File: config.mk
export PLATFORM = sky130hd
export DESIGN_NAME = nonce_search_ctrl_flat
export DESIGN_NICKNAME = d
export VERILOG_FILES = /design/src/rtl/nonce_search_ctrl_if.sv /design/src/rtl/nonce_search_ctrl.sv /design/src/flat_wrapper.sv
export SDC_FILE = /design/constraint.sdc
export NUM_CORES = 1
export LEC_CHECK = 0
export CAP_MARGIN = 20
export CORE_ASPECT_RATIO = 0.5
export CORE_MARGIN = 5
export CORE_UTILIZATION = 45
export DETAILED_ROUTE_END_ITERATION = 12
export HOLD_SLACK_MARGIN = 0.1
export PLACE_DENSITY = 0.74
export RECOVER_POWER = 25
export SLEW_MARGIN = 10
export SYNTH_ARGS = -nofsm -noshare
export SYNTH_HDL_FRONTEND = slang
export SYNTH_SLANG_ARGS = --single-unit
export TNS_END_PERCENT = 50
File: constraint.sdc
create_clock -name clk -period 6.95 [get_ports clk]
set_input_delay 1.39 -clock clk [delete_from_list [all_inputs] [get_ports clk]]
set_output_delay 1.39 -clock clk [all_outputs]
set_load 0.01 [all_outputs]
File: src/rtl/nonce_search_ctrl_if.sv
// Bundle of the request, hash-core and result signals of the mining-loop controller.
// The controller takes the slave side; the host plus hash core take the master side.
interface nonce_search_ctrl_if;
  logic         start;
  logic [95:0]  header_in;
  logic [7:0]   target;
  logic [23:0]  hash_H;
  logic         fill;
  logic [127:0] bloque_in;
  logic         busy;
  logic         found;
  logic         exhausted;
  logic [31:0]  nonce_out;
  logic [23:0]  H_out;

  modport master (
    output start, header_in, target, hash_H,
    input  fill, bloque_in, busy, found, exhausted, nonce_out, H_out
  );

  modport slave (
    input  start, header_in, target, hash_H,
    output fill, bloque_in, busy, found, exhausted, nonce_out, H_out
  );
endinterface

File: src/rtl/nonce_search_ctrl.sv
// Mining-loop controller: feeds {header, nonce} to micro_ucr_hash, waits its fixed
// latency, tests H against the target and steps the nonce until a hit or exhaustion.
module nonce_search_ctrl #(
  parameter int unsigned HASH_LATENCY = 20,
  parameter logic [31:0] MAX_NONCE    = 32'hFFFF_FFFF
) (
  input  logic                 clk,
  input  logic                 reset_L,
  nonce_search_ctrl_if.slave   bus
);

  localparam int unsigned CW = (HASH_LATENCY > 1) ? $clog2(HASH_LATENCY) : 1;

  typedef enum logic [2:0] {
    S_IDLE,
    S_LOAD,
    S_WAIT,
    S_CHECK,
    S_FOUND,
    S_EXHAUST
  } state_t;

  state_t        state;
  logic [95:0]   header_q;
  logic [7:0]    target_q;
  logic [31:0]   nonce;
  logic [CW-1:0] wait_cnt;
  logic          hit;

  assign hit = (bus.hash_H[23:16] < target_q) && (bus.hash_H[15:8] < target_q);

  always_ff @(posedge clk) begin
    if (!reset_L) begin
      state         <= S_IDLE;
      header_q      <= '0;
      target_q      <= '0;
      nonce         <= '0;
      wait_cnt      <= '0;
      bus.fill      <= 1'b0;
      bus.bloque_in <= '0;
      bus.busy      <= 1'b0;
      bus.found     <= 1'b0;
      bus.exhausted <= 1'b0;
      bus.nonce_out <= '0;
      bus.H_out     <= '0;
    end else begin
      case (state)
        // FOUND and EXHAUST accept a new request exactly like IDLE.
        S_IDLE, S_FOUND, S_EXHAUST: begin
          if (bus.start) begin
            header_q      <= bus.header_in;
            target_q      <= bus.target;
            nonce         <= '0;
            bus.bloque_in <= {bus.header_in, 32'h0};
            bus.fill      <= 1'b1;
            bus.busy      <= 1'b1;
            bus.found     <= 1'b0;
            bus.exhausted <= 1'b0;
            state         <= S_LOAD;
          end
        end
        S_LOAD: begin
          bus.fill <= 1'b0;
          wait_cnt <= CW'(HASH_LATENCY - 1);
          state    <= S_WAIT;
        end
        S_WAIT: begin
          if (wait_cnt == '0) begin
            state <= S_CHECK;
          end else begin
            wait_cnt <= wait_cnt - 1'b1;
          end
        end
        S_CHECK: begin
          if (hit) begin
            bus.nonce_out <= nonce;
            bus.H_out     <= bus.hash_H;
            bus.found     <= 1'b1;
            bus.busy      <= 1'b0;
            state         <= S_FOUND;
          end else if (nonce == MAX_NONCE) begin
            bus.exhausted <= 1'b1;
            bus.busy      <= 1'b0;
            state         <= S_EXHAUST;
          end else begin
            nonce         <= nonce + 32'd1;
            bus.bloque_in <= {header_q, nonce + 32'd1};
            bus.fill      <= 1'b1;
            state         <= S_LOAD;
          end
        end
        default: state <= S_IDLE;
      endcase
    end
  end

endmodule

File: src/flat_wrapper.sv
// flat-port wrapper written by rule: the top's interface ports become plain ports
module nonce_search_ctrl_flat 
#(
  parameter int unsigned HASH_LATENCY = 20,
  parameter logic [31:0] MAX_NONCE    = 32'hFFFF_FFFF
)
  (clk, reset_L, bus_start, bus_header_in, bus_target, bus_hash_H, bus_fill, bus_bloque_in, bus_busy, bus_found, bus_exhausted, bus_nonce_out, bus_H_out);
  nonce_search_ctrl_if bus_i ();
  input  logic clk;
  input  logic reset_L;
  input wire logic [$bits(bus_i.start)-1:0] bus_start;
  input wire logic [$bits(bus_i.header_in)-1:0] bus_header_in;
  input wire logic [$bits(bus_i.target)-1:0] bus_target;
  input wire logic [$bits(bus_i.hash_H)-1:0] bus_hash_H;
  output wire logic [$bits(bus_i.fill)-1:0] bus_fill;
  output wire logic [$bits(bus_i.bloque_in)-1:0] bus_bloque_in;
  output wire logic [$bits(bus_i.busy)-1:0] bus_busy;
  output wire logic [$bits(bus_i.found)-1:0] bus_found;
  output wire logic [$bits(bus_i.exhausted)-1:0] bus_exhausted;
  output wire logic [$bits(bus_i.nonce_out)-1:0] bus_nonce_out;
  output wire logic [$bits(bus_i.H_out)-1:0] bus_H_out;
  assign bus_i.start = bus_start;
  assign bus_i.header_in = bus_header_in;
  assign bus_i.target = bus_target;
  assign bus_i.hash_H = bus_hash_H;
  assign bus_fill = bus_i.fill;
  assign bus_bloque_in = bus_i.bloque_in;
  assign bus_busy = bus_i.busy;
  assign bus_found = bus_i.found;
  assign bus_exhausted = bus_i.exhausted;
  assign bus_nonce_out = bus_i.nonce_out;
  assign bus_H_out = bus_i.H_out;
  nonce_search_ctrl #(.HASH_LATENCY(HASH_LATENCY), .MAX_NONCE(MAX_NONCE)) u_core (.clk(clk), .reset_L(reset_L), .bus(bus_i));
endmodule
==> flow_metrics.py, run 1 <==
metrics = {
    "drt": {
        "finalWirelength_mm": 36.1,
        "drt_pass1_iterations": 6,
        "wl_per_cell_um": 16.4,
        "first_iter_violations": 893,
        "route.detailed.drc": 0,
        "wl_met2_mm": 18.8,
        "drtAntennaViolNets": 0,
        "vias": 11500,
        "wl_met1_mm": 15.2,
        "top_layer": "met4",
        "vias_per_cell": 5.22,
        "dr_wl_met3_mm": 1.31,
    },
    "power_and_ir_drop": {
        "power-per-cell-area_mw_per_mm2": 274,
        "ir_worst_vdd_mv": 0.180,
        "power_w": 0.00465,
        "p_leak_nw": 6.30,
    },
    "synth": {
        "synth_area_leaders": "dfxtp_1, nand2_1, a311oi_2",
        "syn_inst": 1557,
        "synth_top_area_share_pct": 47.3,
        "syn-num-nets": 1705,
        "synthDistinctLibCells": 49,
        "yosysWarnings": 0,
        "syn_area_mm2": 0.0127,
        "yosys.area.top_type": "dfxtp_1",
        "synth.avg_cell_area_um2": 8.15,
        "async_flop_share_pct": 0,
        "ys_ff_latch": 300,
        "synth_ff_type": "dfxtp_1",
        "ys_seq_area_share_pct": 47.3,
        "synth_enable_flop_cells": 0,
    },
    "sta": {
        "clock_skew_ns": 0.0123,
        "slew-limit-headroom_pct": 16.1,
        "setup_tns_ns": 0,
        "min_period_over_period_pct": 64.6,
        "fmax_mhz": 223,
        "min_period_ns": 4.49,
        "rsz0062_at_grt": "no",
        "maxSlewViolCount": 0,
        "tightest_slew_ns": 1.26,
        "hold_viol": 0,
        "whs_ns": 0.450,
        "setup_viol_count_final": 0,
    },
    "clock_network": {
        "insertion_delay_ns": 0.55,
        "cts_tree": "built",
        "clockBufferDepth": 3,
        "cts_resized": 0,
        "cts_buffers": 28,
        "clk_pin_slew_ns": 0.06,
        "h-tree-depth": 1,
        "clock_sinks": 300,
        "cts-root-buf": "clkbuf_16",
        "hold_buffers": 0,
        "cts_setup_buffers": 0,
    },
    "layout": {
        "nets": 1944,
        "utilization_pct": 61.0,
        "mostFrequentLayoutCells": "nand2_1, dfxtp_1, clkdlybuf4s50_1",
        "syn2layout_area_growth_pct": 33.5,
        "drive_gt1_share_pct": 9.25,
        "layout_commonest_cell": "nand2_1",
    },
    "die": {
        "fp.dieH_um": 129,
        "die_width_um": 248,
        "initial_core_util_pct": 45.7,
        "die_area_mm2": 0.0319,
        "io_pins": 319,
        "rows": 43,
        "core_mm2": 0.0278,
    },
    "setup_path": {
        "cp_data_required_time_ns": 7.42,
        "critical_path_class": "in2reg",
        "cp-end-kind": "flip-flop",
        "arrival_ns": 4.96,
        "critPathMaxFanout": 44,
        "critPathLaunchType": "primary input",
    },
    "run": {
        "cap_violations": 0,
    },
    "global_routing": {
        "grt_max_degree": 190,
        "grt_overflow": 0,
        "grt_first_pass_wirelength_mm": 56.4,
        "antenna_found_initial": 4,
        "grt_use_total_pct": 21.3,
        "grt_pass1_vias": 10400,
    },
    "min_path": {
        "hold_path_class": "reg2reg",
    },
    "place": {
        "dp_hpwl_mm": 23.2,
        "gp_congestion": 0.849,
        "io_buffers": 318,
    },
    "outcome": {
        "outcome": "finished, final reports clean",
    },
}
## worst max-delay path, cell delays in order
cell and delay [ns]:
clkdlybuf4s50_1 0.43, ha_1 0.35, a211oi_1 0.28, nand3_1 0.11, a211oi_1 0.69, nand2_1 0.29, nor2_4 0.88, buf_4 0.33
nand2_1 0.07, a21oi_1 0.13
## Yosys cell counts, types with 3 or more instances
library cell  instances
nand2_1             542
dfxtp_1             300
a21oi_1             182
nor2_1              140
clkbuf_1             94
a311oi_2             90
nand3_1              26
o21ai_0              26
ha_1                 17
buf_2                12
buf_6                12
a31oi_1              11
inv_1                11
nand4_1               8
a311oi_1              7
nor3_1                6
o211ai_1              6
o31ai_1               6
a211oi_1              5
and3_1                4
and4_1                4
nor4_1                4
nand2b_1              3
nor2b_1               3
or3_1                 3
xor2_1                3
## area by class of cell
class	count	area, µm²
Timing Repair Buffer	330	3310
Tap cell	382	478
Sequential cell	300	6010
Clock buffer	40	836
Clock inverter	11	126
Inverter	12	52.6
Fill cell	2516	10800
Antenna cell	4	10.0
Multi-Input combinational cell	1124	6130
## report_power, final
part	internal [W]	switching, W
clock	0.000912	0.000672
sequential	0.00190	0.0000928
combinational	0.000455	0.000612
total	0.00327	0.00138
## per-stage QoR
step / std cells / cell area [µm²] / setup WS, ns
final: 2203 / 16900 / 2.46
after global routing: 2203 / 16900 / 2.19
after CTS: 2198 / 16900 / 2.48
after detailed placement: 2147 / 16000 / 1.94
after global placement: 2147 / 16000 / 2.04
after floorplan: 1557 / 12700 / 3.51
## flip-flops by register name, indices dropped and copies added, names as in the netlist
| signal | flops |
|---|---|
| u_core.bus.found | 1 |
| u_core.bus.nonce_out | 32 |
| u_core.header_q | 96 |
| u_core.bus.exhausted | 1 |
| u_core.state | 3 |
| u_core.bus.busy | 1 |
| u_core.bus.bloque_in | 128 |
| u_core.wait_cnt | 5 |
| u_core.bus.fill | 1 |
| u_core.bus.H_out | 24 |
| u_core.target_q | 8 |
## kinds of logic after synthesis
logic type,synth area share (%)
buf+inv,4.77
xor+xnor,0.345
compound gates,21.8
fa+ha+maj,1.68
flops,47.3
simple gates,24.1
## worst paths after layout
check | startpoint | endpoint | slack, ns | cells past startpoint
setup / recovery | bus_hash_H[23] | u_core.bus.nonce_out[16] | 2.46 | 10
hold / removal | u_core.bus.nonce_out[4] | u_core.bus.nonce_out[4] | 0.45 | 2
setup reg to reg | u_core.target_q[7] | u_core.bus.nonce_out[16] | 3.36 | 10
hold reg to reg | u_core.bus.nonce_out[4] | u_core.bus.nonce_out[4] | 0.45 | 2
## routing by layer
layer | up-vias | track usage [%]
met1 | 5406 | 27.1
met2 | 243 | 37.9
met3 | 53 | 3.11
met4 | 0 | 6.65
li1 | 5789 | -
met5 | - | 0
(Power assumes the default switching activity.)
==> run 2: changes to the inputs <==
clock period = 4.22 ns   (was 6.95 ns; I/O delays follow)
==> run 2 against run 1 <==
Final area increased by 1.0%. Die area unchanged. Critical path type unchanged. Core utilization increased by 0.61 points. Clock power increased by 61%. Via count increased by 0.82%.
==> flow_metrics.py, run 2 (synthesis gave the netlist of run 1 again) <==
metrics = {
    "sta": {
        "min_period_ns": 3.15,
        "worst_slack_ns": 1.07,
        "clock_skew_ns": 0.0263,
        "hold_viol": 0,
        "fmax_mhz": 317,
        "slew-limit-headroom_pct": 15.6,
        "setup_viol_count_final": 0,
        "setup_tns_ns": 0,
        "rsz0062_at_grt": "no",
        "maxSlewViolCount": 0,
        "min_period_over_period_pct": 74.7,
        "tightest_slew_ns": 1.27,
    },
    "global_routing": {
        "grt_pass1_vias": 10600,
        "grt_overflow": 0,
        "grt_first_pass_wirelength_mm": 57.2,
        "grt_use_total_pct": 21.8,
        "grt_max_degree": 191,
        "antenna_found_initial": 2,
    },
    "power_and_ir_drop": {
        "power-per-cell-area_mw_per_mm2": 449,
        "p_leak_nw": 6.39,
        "ir_worst_vdd_mv": 0.402,
    },
    "setup_path": {
        "crit_path_frequent_cell": "buf_4",
        "critPathSlowestCell": "buf_4",
        "cp_data_required_time_ns": 4.66,
        "critPathMaxFanout": 28,
        "regToRegSetupSlack_ns": 1.32,
        "cp-end-kind": "flip-flop",
        "arrival_ns": 3.59,
        "critPathMaxStageDelay_ns": 0.44,
        "critical_path_class": "in2reg",
        "worst-path-buf-inv": 3,
        "path_cells": "clkdlybuf4s50_1, ha_1, nand2_1, o21ai_0, a211oi_1, buf_4, a21bo_4, o21ai_4, buf_4, nor2_1, a311oi_2",
        "critPathLaunchType": "primary input",
        "crit_family": "compound AO/OA/AOI/OAI gates",
    },
    "die": {
        "core_mm2": 0.0278,
        "fp.dieH_um": 129,
        "initial_core_util_pct": 45.7,
        "io_pins": 319,
        "die_width_um": 248,
        "rows": 43,
        "die_area_mm2": 0.0319,
    },
    "clock_network": {
        "cts_setup_buffers": 0,
        "h-tree-depth": 1,
        "clockBufferDepth": 3,
        "insertion_delay_ns": 0.55,
        "cts_tree": "built",
        "cts-root-buf": "clkbuf_16",
        "cts_buffers": 27,
        "clk_pin_slew_ns": 0.07,
        "cts_resized": 0,
        "clock_sinks": 300,
        "hold_buffers": 0,
    },
    "drt": {
        "wl_per_cell_um": 16.5,
        "drtAntennaViolNets": 0,
        "vias": 11600,
        "route.detailed.drc": 0,
        "finalWirelength_mm": 36.5,
        "drt_pass1_iterations": 5,
        "vias_per_cell": 5.23,
        "first_iter_violations": 755,
    },
    "place": {
        "dp_worst_setup_slack_ns": 0.549,
        "io_buffers": 318,
        "dp_hpwl_mm": 24.0,
        "gp_congestion": 0.849,
    },
    "layout": {
        "syn2layout_area_growth_pct": 34.8,
        "nets": 1962,
        "largest_reg_flops": 128,
        "top_regs": "u_core.bus.bloque_in (128), u_core.header_q (96), u_core.bus.nonce_out (32)",
        "drive_gt1_share_pct": 10.0,
        "regMostFlops": "u_core.bus.bloque_in",
        "mostFrequentLayoutCells": "nand2_1, dfxtp_1, clkdlybuf4s50_1",
        "layout_commonest_cell": "nand2_1",
    },
    "outcome": {
        "outcome": "finished, final reports clean",
    },
    "run": {
        "cap_violations": 0,
    },
    "min_path": {
        "hold_path_class": "reg2reg",
    },
}
-- run 2: cell type report --
| class | instances | area, µm² |
|---|---|---|
| antenna | 2 | 5.00 |
| clock buffer | 36 | 759 |
| clock inverter | 12 | 144 |
| fill | 2425 | 10600 |
| inverter | 12 | 52.6 |
| multi-input combinational | 1124 | 6130 |
| sequential | 300 | 6010 |
| tap | 382 | 478 |
| timing repair buffer | 349 | 3540 |
-- run 2: worst register-to-register path, cell delays in order, from the launching register on --
cell and delay (ns):
dfxtp_1 0.41, nor2b_1 0.37, nand2_4 0.42, nor2_1 0.63
nand2_1 0.47, or3_1 0.46, o21ai_0 0.07
-- run 2: worst paths after layout --
kind,depth (start not counted),start,to
max,11,bus_hash_H[18],u_core.bus.bloque_in[39]
min reg2reg,2,u_core.bus.nonce_out[26],u_core.bus.nonce_out[26]
max reg2reg,6,u_core.state[1],u_core.bus.bloque_in[15]
min,2,u_core.bus.nonce_out[26],u_core.bus.nonce_out[26]
-- run 2: per-stage QoR --
| step | area, µm² | cells | utilization, % | hold WS (ns) | total power, W |
|---|---|---|---|---|---|
| 3_5_place_dp | 16200 | 2167 | 58.4 | 0.447 | 0.00527 |
| 5_1_grt | 17100 | 2217 | 61.6 | 0.468 | 0.00807 |
| 4_1_cts | 17100 | 2215 | 61.6 | 0.455 | 0.00782 |
| 2_1_floorplan | 12700 | 1557 | - | 0.436 | 0.00444 |
| 3_3_place_gp | 16200 | 2167 | 58.4 | 0.441 | 0.00523 |
| 6_report | 17100 | 2217 | 61.6 | 0.451 | 0.00769 |
-- run 2: report_power, final --
group / switching, W / internal, W
combinational: 0.00103 / 0.000831
clock: 0.00110 / 0.00145
sequential: 0.000155 / 0.00313
-- run 2: metal layers --
layer | track usage, % | wire length [µm]
met5 | 0 | 0
met4 | 6.55 | 1070
met3 | 3.22 | 1330
met2 | 38.7 | 18700
met1 | 27.7 | 15400
